File: src/rtl/ram_access_sequencer.sv
// CPU-side front end for the RAM controller: a request FIFO feeding an address/strobe sequencer.
// Define RAM_SEQ_POSTED_WR_EN for posted writes (no write responses, sticky out-of-range flag).
module ram_access_sequencer #(
    parameter int unsigned RAM_SIZE     = 4096,
    parameter int unsigned FIFO_DEPTH   = 2,
    parameter logic [7:0]  OOR_READ_VAL = 8'hFF
) (
    input  logic        clk_i,
    input  logic        rst,
    input  logic        req_valid,
    output logic        req_ready,
    input  logic        req_we,
    input  logic [15:0] req_addr,
    input  logic [7:0]  req_wdata,
    output logic        resp_valid,
    output logic [7:0]  resp_rdata,
    output logic        resp_err,
    output logic [15:0] requested_addr,
    output logic        WEb_ram,
    output logic [7:0]  bus_in,
    output logic        ram_enabled,
    input  logic [7:0]  bus_out
`ifdef RAM_SEQ_POSTED_WR_EN
    ,
    output logic        wr_err_sticky
`endif
);
    localparam int          PW        = $clog2(FIFO_DEPTH);
    localparam logic [16:0] RAM_LIMIT = 17'(RAM_SIZE);

    typedef enum logic [2:0] {IDLE, RD_ADDR, RD_CAP, WR_SETUP, WR_STROBE} state_t;

    typedef struct packed {
        logic        we;
        logic [15:0] addr;
        logic [7:0]  wdata;
    } req_t;

    state_t      state, state_nxt;
    req_t        fifo_mem [FIFO_DEPTH];
    req_t        head;
    logic [PW:0] wr_ptr, rd_ptr;
    logic [15:0] cur_addr;
    logic        fifo_empty, fifo_full, push, pop, in_range;

    // Pointers carry one extra wrap bit so full and empty are distinguishable.
    assign fifo_empty     = (wr_ptr == rd_ptr);
    assign fifo_full      = (wr_ptr[PW] != rd_ptr[PW]) && (wr_ptr[PW-1:0] == rd_ptr[PW-1:0]);
    assign req_ready      = !rst && !fifo_full;
    assign push           = req_valid && req_ready;
    assign head           = fifo_mem[rd_ptr[PW-1:0]];
    assign requested_addr = cur_addr;
    assign in_range       = ({1'b0, cur_addr} < RAM_LIMIT);

    // NOTE: every always_comb output gets a default first so no latch is inferred.
    always_comb begin
        state_nxt   = state;
        pop         = 1'b0;
        ram_enabled = 1'b0;
        WEb_ram     = 1'b1;
        unique case (state)
            IDLE: ;
            RD_ADDR: begin
                ram_enabled = in_range;
                state_nxt   = RD_CAP;
            end
            RD_CAP: ram_enabled = in_range;
            WR_SETUP: begin
                ram_enabled = in_range;
                state_nxt   = WR_STROBE;
            end
            WR_STROBE: begin
                ram_enabled = in_range;
                WEb_ram     = !in_range;
            end
            default: state_nxt = IDLE;
        endcase
        // Only states that finish (or never started) an access may fetch the next request.
        if (state == IDLE || state == RD_CAP || state == WR_STROBE) begin
            if (!fifo_empty) begin
                pop       = 1'b1;
                state_nxt = head.we ? WR_SETUP : RD_ADDR;
            end else begin
                state_nxt = IDLE;
            end
        end
    end

    // NOTE: FIFO storage has no reset; the pointers alone decide which entries are valid.
    always_ff @(posedge clk_i) begin
        if (push) begin
            fifo_mem[wr_ptr[PW-1:0]] <= {req_we, req_addr, req_wdata};
        end
    end

    // NOTE: all sequential state uses non-blocking assignments to avoid evaluation-order races.
    always_ff @(posedge clk_i) begin
        if (rst) begin
            state      <= IDLE;
            wr_ptr     <= '0;
            rd_ptr     <= '0;
            cur_addr   <= '0;
            bus_in     <= '0;
            resp_valid <= 1'b0;
            resp_rdata <= '0;
            resp_err   <= 1'b0;
`ifdef RAM_SEQ_POSTED_WR_EN
            wr_err_sticky <= 1'b0;
`endif
        end else begin
            state      <= state_nxt;
            resp_valid <= 1'b0;
            if (push) wr_ptr <= wr_ptr + 1'b1;
            if (pop) begin
                rd_ptr   <= rd_ptr + 1'b1;
                cur_addr <= head.addr;
                if (head.we) bus_in <= head.wdata;
            end
            if (state == RD_CAP) begin
                resp_valid <= 1'b1;
                resp_rdata <= in_range ? bus_out : OOR_READ_VAL;
                resp_err   <= !in_range;
            end
            if (state == WR_STROBE) begin
`ifdef RAM_SEQ_POSTED_WR_EN
                if (!in_range) wr_err_sticky <= 1'b1;
`else
                resp_valid <= 1'b1;
                resp_rdata <= 8'h00;
                resp_err   <= !in_range;
`endif
            end
        end
    end

endmodule
File: config.mk
export PLATFORM = sky130hd
export DESIGN_NAME = ram_access_sequencer
export DESIGN_NICKNAME = d
export VERILOG_FILES = /design/src/rtl/ram_access_sequencer.sv
export SDC_FILE = /design/constraint.sdc
export NUM_CORES = 1
export LEC_CHECK = 0
export ABC_CLOCK_PERIOD_IN_PS = 7300
export CORE_MARGIN = 2
export CORE_UTILIZATION = 50
export DETAILED_ROUTE_END_ITERATION = 10
export GPL_ROUTABILITY_DRIVEN = 1
export HOLD_SLACK_MARGIN = 0.08
export PLACE_DENSITY = 0.77
export SYNTH_ARGS = -nofsm -noshare
export SYNTH_HDL_FRONTEND = slang
export SYNTH_SLANG_ARGS = --single-unit
File: constraint.sdc
create_clock -name clk_i -period 7.3 [get_ports clk_i]
set_clock_uncertainty 0.1 [all_clocks]
set_input_delay 1.825 -clock clk_i [delete_from_list [all_inputs] [get_ports clk_i]]
set_output_delay 1.825 -clock clk_i [all_outputs]
set_load 0.05 [all_outputs]
After elaboration in Yosys (flattened, before gate mapping) --
Memories as Yosys holds them, arrays and structs flattened. A register that Yosys moved wholly into a read port is not among the register bits. Cells that the tools add are included.
Storage, ports and cells: output and inout port bits 37, register bits 41, memory bits (writable) 50, memories kept 1, word-level logic and storage cells 51
Memories:
- fifo_mem | words 2, bits a word 25, rd ports 1, clocked after Yosys merged registers in 1, write ports 1, line 40 | req_t fifo_mem [FIFO_DEPTH];
Operators by class: $add $sub $neg 2, order comparisons 1, reduce and logical (&&, ||, !) cells 14, muxes and demuxes 17, equality and inequality tests 8
Operator list (count):
- < comparator 16 x 13 -> 1 bit (second input constant) | 1
- 2-to-1 mux 1 bit | 12
- one-hot mux 3 bit (3 select lines) | 1
- 2-to-1 mux 8 bit | 1
- equality test 3 x 2 -> 1 bit (second input constant) | 2
- adder 2 x 1 -> 2 bit (second input constant) | 2
- 2-to-1 mux 2 bit | 2
- OR reduction 4 bit | 1
- equality test 3 x 1 -> 1 bit (second input constant) | 1
- equality test 3 bit (second input constant) | 1
- logical AND 1 bit | 3
- zero test 1 bit | 3
- zero test 3 bit | 1
- 2-to-1 mux 3 bit | 1
- OR reduction 3 bit | 1
- equality test 2 bit | 1
- logical OR 1 bit | 2
- != test 2 x 1 -> 1 bit (second input constant) | 1
- AND reduction 2 bit | 1
- nonzero test 2 bit | 1
- OR reduction 2 bit | 1
- equality test 1 bit | 1
- != test 1 bit | 1

Logic depth before layout (Yosys ltp) --
Gate-level depths: netlist of the first run.
depth in word-level cells 7, gate-level depth with buffers 6, gate-level depth less buffers 4

Least setup slack after synthesis of the first run --
OpenSTA, ideal clock, no wires.
path type input -> register, start input rst, end memory fifo_mem[0][0] in the netlist's numbering (enable), setup slack 0.590 ns, buffers on the path 1, data required time 6.656 ns, setup time 0.544 ns, cell stages on the path 2, data arrival time 6.066 ns, path through clkbuf_1 -> a2111oi_0
On the way: word-level cells in the longest chain between the ends 5
RTL lines:
- start, declared | line 9 | input logic rst,
- zero test 1 bit | line 49 | assign req_ready = !rst && !fifo_full;
- logical AND 1 bit | line 49
- logical AND 1 bit | line 50 | assign push = req_valid && req_ready;
- 2-to-1 mux 1 bit | line 91 | if (push) begin
- 2-to-1 mux 1 bit (implied by the code) | line 92 | fifo_mem[wr_ptr[PW-1:0]] <= {req_we, req_addr, req_wdata};
- end, declared | line 40
Every way passes these cells.

Final worst setup path of the first run --
start input rst, end output req_ready
On the way: word-level cells in the longest chain between the ends 2
RTL lines:
- zero test 1 bit | line 49
- logical AND 1 bit | line 49
- end, declared | line 11 | output logic req_ready,
Every way passes these cells.

==> results of run 1 <==
cells in the mapped netlist, drive strengths merged:
cell,count,area (µm²)
a2111oi,1,8.76
a211oi,27,330
a21o,1,7.51
a21oi,4,31.3
a31oi,1,6.26
a32o,8,80.1
and2,1,6.26
buf,11,70.1
clkbuf,6,22.5
dfxtp,42,841
edfxtp,50,1500
inv,10,37.5
mux2i,18,180
nand2,5,18.8
nand3,2,10.0
nand3b,1,7.51
nor2,42,158
nor2b,1,6.26
nor3,1,5.00
nor3b,2,20.0
nor4,1,6.26
nor4bb,1,10.0
o21a,1,7.51
o221a,8,90.1
or3,1,6.26
xnor2,5,58.8
xor2,1,8.76
cell type report:
type                            instances  area (µm²)
Multi-Input combinational cell        133        1070
Clock inverter                          7        51.3
Fill cell                             527        2340
Sequential cell                        92        2340
Tap cell                               96         120
Timing Repair Buffer                   75         738
Clock buffer                            9         124
Inverter                               10        37.5
sequential cells by signal (all words and copies together), names as in the netlist, named ones only:
name / flops
fifo_mem: 50
rd_ptr: 2
resp_valid: 1
wr_ptr: 2
requested_addr: 16
resp_err: 1
resp_rdata: 8
state: 3
bus_in: 8
metal layers:
metal,vias to the layer above,part of all wire,global-route usage
met5,-,0,0
met4,0,0.012,0.0496
met3,8,0.066,0.0631
met2,62,0.47,0.276
met1,1041,0.46,0.238
li1,1072,-,-
worst max-delay path, delay by kind of cell:
family                 cells  cell delay (ps)
AOI/OAI and AO/OA          1               80
buffers and inverters      2             1430
cell families (layout without fill, tap and decap cells):
family | Yosys count | count (layout)
flip-flops | 92 | 92
AND/OR/NAND/NOR | 58 | 58
AO/OA/AOI/OAI | 51 | 51
buffers and inverters | 27 | 101
multiplexers | 18 | 18
XOR/XNOR | 6 | 6
final timing paths:
check                                            from                endpoint  slack [ps]  cells past startpoint
worst max-delay path                              rst               req_ready        2010                      3
worst min-delay path            resp_err$_SDFFE_PP0P_   resp_err$_SDFFE_PP0P_         430                      2
worst max register to register                   flop  bus_in[0]$_SDFFE_PP0P_        5210                      4
worst min register to register  resp_err$_SDFFE_PP0P_   resp_err$_SDFFE_PP0P_         430                      2
report_power, final:
group / switching (mW) / internal [mW] / total (mW) / leakage, nW
Combinational: 0.608 / 0.348 / 0.955 / 0.636
Sequential: 0.108 / 0.675 / 0.783 / 0.805
Clock: 0.181 / 0.126 / 0.307 / 0.0929
==> run_results.csv, run 1 <==
group,metric,value,unit
run_status,status,"finished clean",
timing,timing.setup.tns,0,ps
cells_and_area,mostFrequentLayoutCells,"71 x sky130_fd_sc_hd__clkdlybuf4s50_1, 50 x sky130_fd_sc_hd__edfxtp_1, 42 x sky130_fd_sc_hd__nor2_1",
detailed_routing,routed_via_density,5.17,
cells_and_area,final_net_count,357,
synth,syn-cell-area,0.00354,mm²
cells_and_area,layout.core_utilization,0.657,
cts,clock_insertion_delay_worst_skew,360,ps
detailed_routing,routed_wire_length_per_instance,15.5,µm
die,die_width,88.1,µm
grt,number_of_global_route_vias_before_repair,2011,
synth,synthSimpleGateAreaFrac,0.0718,
cells_and_area,number_of_antenna_diodes,0,
detailed_routing,detail-route-antenna-nets,0,
synth,synth_fa_ha_area_frac,0,
synth,post_synthesis_compound_gate_area_fraction,0.159,
worst_hold_path,min-delay-path-class,"reg -> reg",
timing,final_min_period_over_clock_period,0.725,
worst_setup_path,cp_max_fo,38,
cts,longest_clk_path_bufs,2,
detailed_routing,wirelength,6.56,mm
timing,timing_worst_slew_pin_value,931,ps
place,detailed_place.area,0.00431,mm²
cells_and_area,layout_commonest_cell,"sky130_fd_sc_hd__clkdlybuf4s50_1",
place,dpl.cell_count,406,
worst_setup_path,critPathRequiredTime,5380,ps
cts,ctsRootBufferMaster,"sky130_fd_sc_hd__clkbuf_8",
cts,cts_repair_resize_count,0,
synth,synth_warnings,0,
grt,globalRouteTotalUtil,0.178,
worst_setup_path,timing.critical_path.to_type,"primary output",
synth,syn-mean-instance-area,14.0,µm²
worst_setup_path,critical_path.cell_chain,"buf_2 -> a21oi_1 -> clkdlybuf4s50_1",
power_and_ir_drop,cellPowerDensity,456,mW/mm²
grt,gr-total-overflow,0,
die,die_area,0.00776,mm²
detailed_routing,drc_errors,0,
timing,layout_setup_ws,2010,ps
synth,dominant_combinational_cell_family_by_area_after_synthesis,"compound AO/OA/AOI/OAI gates",
die,num_rows,30,
place,place.detailed.hpwl,4.20,mm
place,gp_routability_congestion,0.704,
place,place.port_buffers,72,
detailed_routing,detailroute.via_count,2183,
synth,yosysSeqAreaShare,0.662,
cts,tritoncts,"yes",
cts,cts_made_buffers,9,
worst_setup_path,critical-path-slowest-cell,"sky130_fd_sc_hd__clkdlybuf4s50_1",
cts,clk_pin_slew,80,ps
synth,postSynthRegisterBits,92,
grt,grt_first_pass_wirelength,10.2,mm
detailed_routing,first_pass_iters,4,
timing,setup_viol,0,
worst_setup_path,critPathKind,"in -> out",
worst_setup_path,critPathLaunchType,"input pin",
cts,clock_tree.htree_level_count,3,
synth,area_share_of_xor_xnor_cells_in_the_synthesized_design,0.0191,
die,die_height,88.1,µm
timing,report.final.slew_viol_count,0,
grt,grt_antenna_before_repair,0,
timing,max_freq,0.189,GHz
power_and_ir_drop,power.leakage,1.53,nW
flow_run,drv_cap,0,
worst_setup_path,critical-path-max-stage-delay,740,ps
cts,hold_buffers,0,
place,place_worst_setup_slack,2010,ps
cts,numClockSinks,92,
cts,cts_post_setup_buffers_inserted,0,
die,io_pins,73,
grt,grt_max_degree,43,
cells_and_area,layout-drive-gt1-share,0.178,
timing,grt_setup_unrepaired,"false",
timing,timing.slew.headroom,0.380,
power_and_ir_drop,peak_ir_drop_on_the_vdd_network,0.229,mV
timing,whs,430,ps
timing,hold_viol_final,0,
cells_and_area,post-route-cell-area,0.00449,mm²
die,effective_utilization_at_floorplan,0.518,
cells_and_area,final_cell_count_no_fill,422,
synth,synthCells,252,
timing,period_minus_slack,5290,ps
synth,netlist-cell-type-count,35,
power_and_ir_drop,total_power,2.05,mW
cells_and_area,flow.area_growth_from_synthesis,26.9,%
synth,post_synth_mux_area_share,0.0510,
synth,mappedNetlistNets,288,
worst_setup_path,critical_path_arrival,3370,ps
die,core-area,0.00683,mm²
detailed_routing,detail_route.iter0.violations,97,
Power figures use the tool's default switching activity.
==> run 2, diff against run 1 <==
==> config.mk (replaced) <==
export PLATFORM = sky130hd
export DESIGN_NAME = ram_access_sequencer
export DESIGN_NICKNAME = d
export VERILOG_FILES = /design/src/rtl/ram_access_sequencer.sv
export SDC_FILE = /design/constraint.sdc
export NUM_CORES = 1
export LEC_CHECK = 0
export ABC_CLOCK_PERIOD_IN_PS = 4500
export CORE_MARGIN = 2
export CORE_UTILIZATION = 46
export DETAILED_ROUTE_END_ITERATION = 10
export GPL_ROUTABILITY_DRIVEN = 1
export HOLD_SLACK_MARGIN = 0.08
export PLACE_DENSITY = 0.75
export SYNTH_ARGS = -nofsm -noshare
export SYNTH_HDL_FRONTEND = slang
export SYNTH_SLANG_ARGS = --single-unit
==> constraint.sdc (replaced) <==
create_clock -name clk_i -period 4.5 [get_ports clk_i]
set_clock_uncertainty 0.1 [all_clocks]
set_input_delay 1.125 -clock clk_i [delete_from_list [all_inputs] [get_ports clk_i]]
set_output_delay 1.125 -clock clk_i [all_outputs]
set_load 0.05 [all_outputs]
==> run 2 against run 1 <==
  * Clock power grew 67%
  * Sequential power grew 56%
  * Sequential share of layout area shrank 0.46 points
  * Register-to-register slack lost 3000 ps
  * Global-route usage shrank 1.3 points
  * Worst hold slack lost 8.2 ps
  * Via count shrank 0.18%
  * First-iteration DRC count grew 16%
  * Flip-flop and latch count is the same
  * Setup slack lost 1100 ps
  * Power grew 63%
==> run_results.csv, run 2 (synthesis gave the netlist of run 1 again) <==
group,metric,value,unit
cts,clock_insertion_delay_worst_skew,360,ps
timing,timing.setup.tns,0,ps
cts,numClockSinks,92,
cts,clock_tree.htree_level_count,3,
worst_setup_path,critical_path_arrival,2370,ps
detailed_routing,routed_wire_length_per_instance,15.2,µm
timing,setup_viol,0,
grt,grt_max_degree,38,
die,die_width,91.7,µm
detailed_routing,detailroute.via_count,2179,
worst_setup_path,timing.critical_path.to_type,"primary output",
timing,timing.slew.headroom,0.418,
worst_hold_path,min-delay-path-class,"reg -> reg",
worst_setup_path,critical-path-slowest-cell,"sky130_fd_sc_hd__clkdlybuf4s50_1",
cells_and_area,mostFrequentLayoutCells,"71 x sky130_fd_sc_hd__clkdlybuf4s50_1, 50 x sky130_fd_sc_hd__edfxtp_1, 42 x sky130_fd_sc_hd__nor2_1, 42 x sky130_fd_sc_hd__dfxtp_1, 23 x sky130_fd_sc_hd__a211oi_2",
worst_setup_path,critPathKind,"reg -> out",
cts,tritoncts,"yes",
detailed_routing,detail-route-antenna-nets,0,
cells_and_area,final_net_count,359,
grt,globalRouteTotalUtil,0.165,
timing,final_min_period_over_clock_period,0.800,
timing,hold_viol_final,0,
cells_and_area,layout_commonest_cell,"sky130_fd_sc_hd__clkdlybuf4s50_1",
cts,cts_repair_resize_count,0,
grt,gr-total-overflow,0,
cts,ctsRootBufferMaster,"sky130_fd_sc_hd__clkbuf_8",
cells_and_area,layout-drive-gt1-share,0.183,
worst_setup_path,critical_path.cell_chain,"nor4_1 -> o21a_1 -> clkdlybuf4s50_1",
power_and_ir_drop,total_power,3.34,mW
worst_hold_path,holdPathStages,2,
cells_and_area,largest_register_ff_count,50,
power_and_ir_drop,cellPowerDensity,738,mW/mm²
cts,hold_buffers,0,
grt,grt_antenna_before_repair,0,
cts,cts_made_buffers,9,
grt,grt_first_pass_wirelength,10.6,mm
cts,longest_clk_path_bufs,2,
die,effective_utilization_at_floorplan,0.482,
worst_setup_path,rr_worst_depth,5,
worst_hold_path,worstHoldEndpoint,"resp_err$_SDFFE_PP0P_",
cells_and_area,nFillCells,562,
detailed_routing,drc_errors,0,
place,gp_routability_congestion,0.725,
timing,timing_worst_slew_pin_value,871,ps
detailed_routing,wirelength,6.51,mm
place,place.port_buffers,72,
detailed_routing,routed_via_density,5.10,
flow_run,drv_cap,0,
power_and_ir_drop,power.leakage,1.55,nW
worst_setup_path,worst_r2r_startpoint,"wr_ptr[0]$_SDFFE_PP0P_",
worst_setup_path,timing.rr.end,"requested_addr[7]$_SDFFE_PP0P_",
timing,max_freq,0.278,GHz
detailed_routing,detail_route.iter0.violations,113,
die,core-area,0.00733,mm²
worst_hold_path,min_from,"resp_err$_SDFFE_PP0P_",
power_and_ir_drop,peak_ir_drop_on_the_vdd_network,0.462,mV
place,place.detailed.hpwl,4.17,mm
worst_setup_path,critical-path-max-stage-delay,800,ps
worst_setup_path,critPathLaunchType,"flop",
cells_and_area,number_of_antenna_diodes,0,
timing,report.final.slew_viol_count,0,
grt,number_of_global_route_vias_before_repair,2157,
cells_and_area,area.sequential,0.00234,mm²
cells_and_area,multi_input_area,0.00109,mm²
die,die_height,91.7,µm
timing,grt_setup_unrepaired,"false",
detailed_routing,first_pass_iters,4,
run_status,status,"finished clean",
die,io_pins,73,
cells_and_area,flow.area_growth_from_synthesis,28.0,%
cts,clk_pin_slew,90,ps
worst_setup_path,cp_max_fo,4,
die,num_rows,31,
die,die_area,0.00840,mm²
worst_setup_path,worst-r2r-setup-slack,2210,ps
cts,cts_post_setup_buffers_inserted,0,
worst_setup_path,critPathRequiredTime,3270,ps
timing,period_minus_slack,3600,ps
## run 2: final cells by class
class,instances,share of cell area
flip-flops and latches,92,0.518
multi-input cells,133,0.240
repair buffers,77,0.166
clock buffers,10,0.0329
well taps,99,0.0274
inverters,10,0.00829
clock inverters,6,0.00746
## run 2: power by group
group | leakage, nW | total (mW) | internal [mW] | switching, mW
Combinational | 0.647 | 1.61 | 0.570 | 1.04
Clock | 0.102 | 0.512 | 0.232 | 0.280
Sequential | 0.804 | 1.22 | 1.09 | 0.130
Total | 1.55 | 3.34 | 1.90 | 1.45
## run 2: stage by stage
step | utilization | hold WS, ps | cell area [µm²] | setup WS (ps) | instances
5_1_grt | 0.617 | 438 | 4530 | 780 | 427
4_1_cts | 0.617 | 431 | 4530 | 887 | 427
3_3_place_gp | 0.592 | 397 | 4340 | 1110 | 411
2_1_floorplan | - | 404 | 3540 | 919 | 252
3_5_place_dp | 0.592 | 418 | 4340 | 1120 | 411
6_report | 0.617 | 422 | 4530 | 901 | 427
## run 2: routing by layer
| layer | up-vias | part of all wire | GRT usage |
|---|---|---|---|
| li1 | 1072 | - | - |
| met1 | 1033 | 0.45 | 0.215 |
| met2 | 64 | 0.46 | 0.248 |
| met3 | 10 | 0.071 | 0.0526 |
| met4 | 0 | 0.017 | 0.0795 |
| met5 | - | 0 | 0 |
## run 2: worst max-delay path by stage
| stage | startpoint | end | slack, ps | depth (start not counted) |
|---|---|---|---|---|
| 2_1_floorplan | rst | req_ready | 920 | 3 |
| 3_3_place_gp | rst | req_ready | 1110 | 3 |
| 3_5_place_dp | rst | req_ready | 1120 | 3 |
| 4_1_cts | requested_addr[12]$_SDFFE_PP0P_ | ram_enabled | 890 | 3 |
| 5_1_grt | requested_addr[15]$_SDFFE_PP0P_ | ram_enabled | 780 | 3 |
| 6_report | requested_addr[12]$_SDFFE_PP0P_ | ram_enabled | 900 | 3 |
## run 2: worst max-delay path, delay by kind of cell (launching register included)
family	cells	cell delay (ps)
buf+inv	1	800
simple gates	1	670
compound gates	1	220
flops	1	330
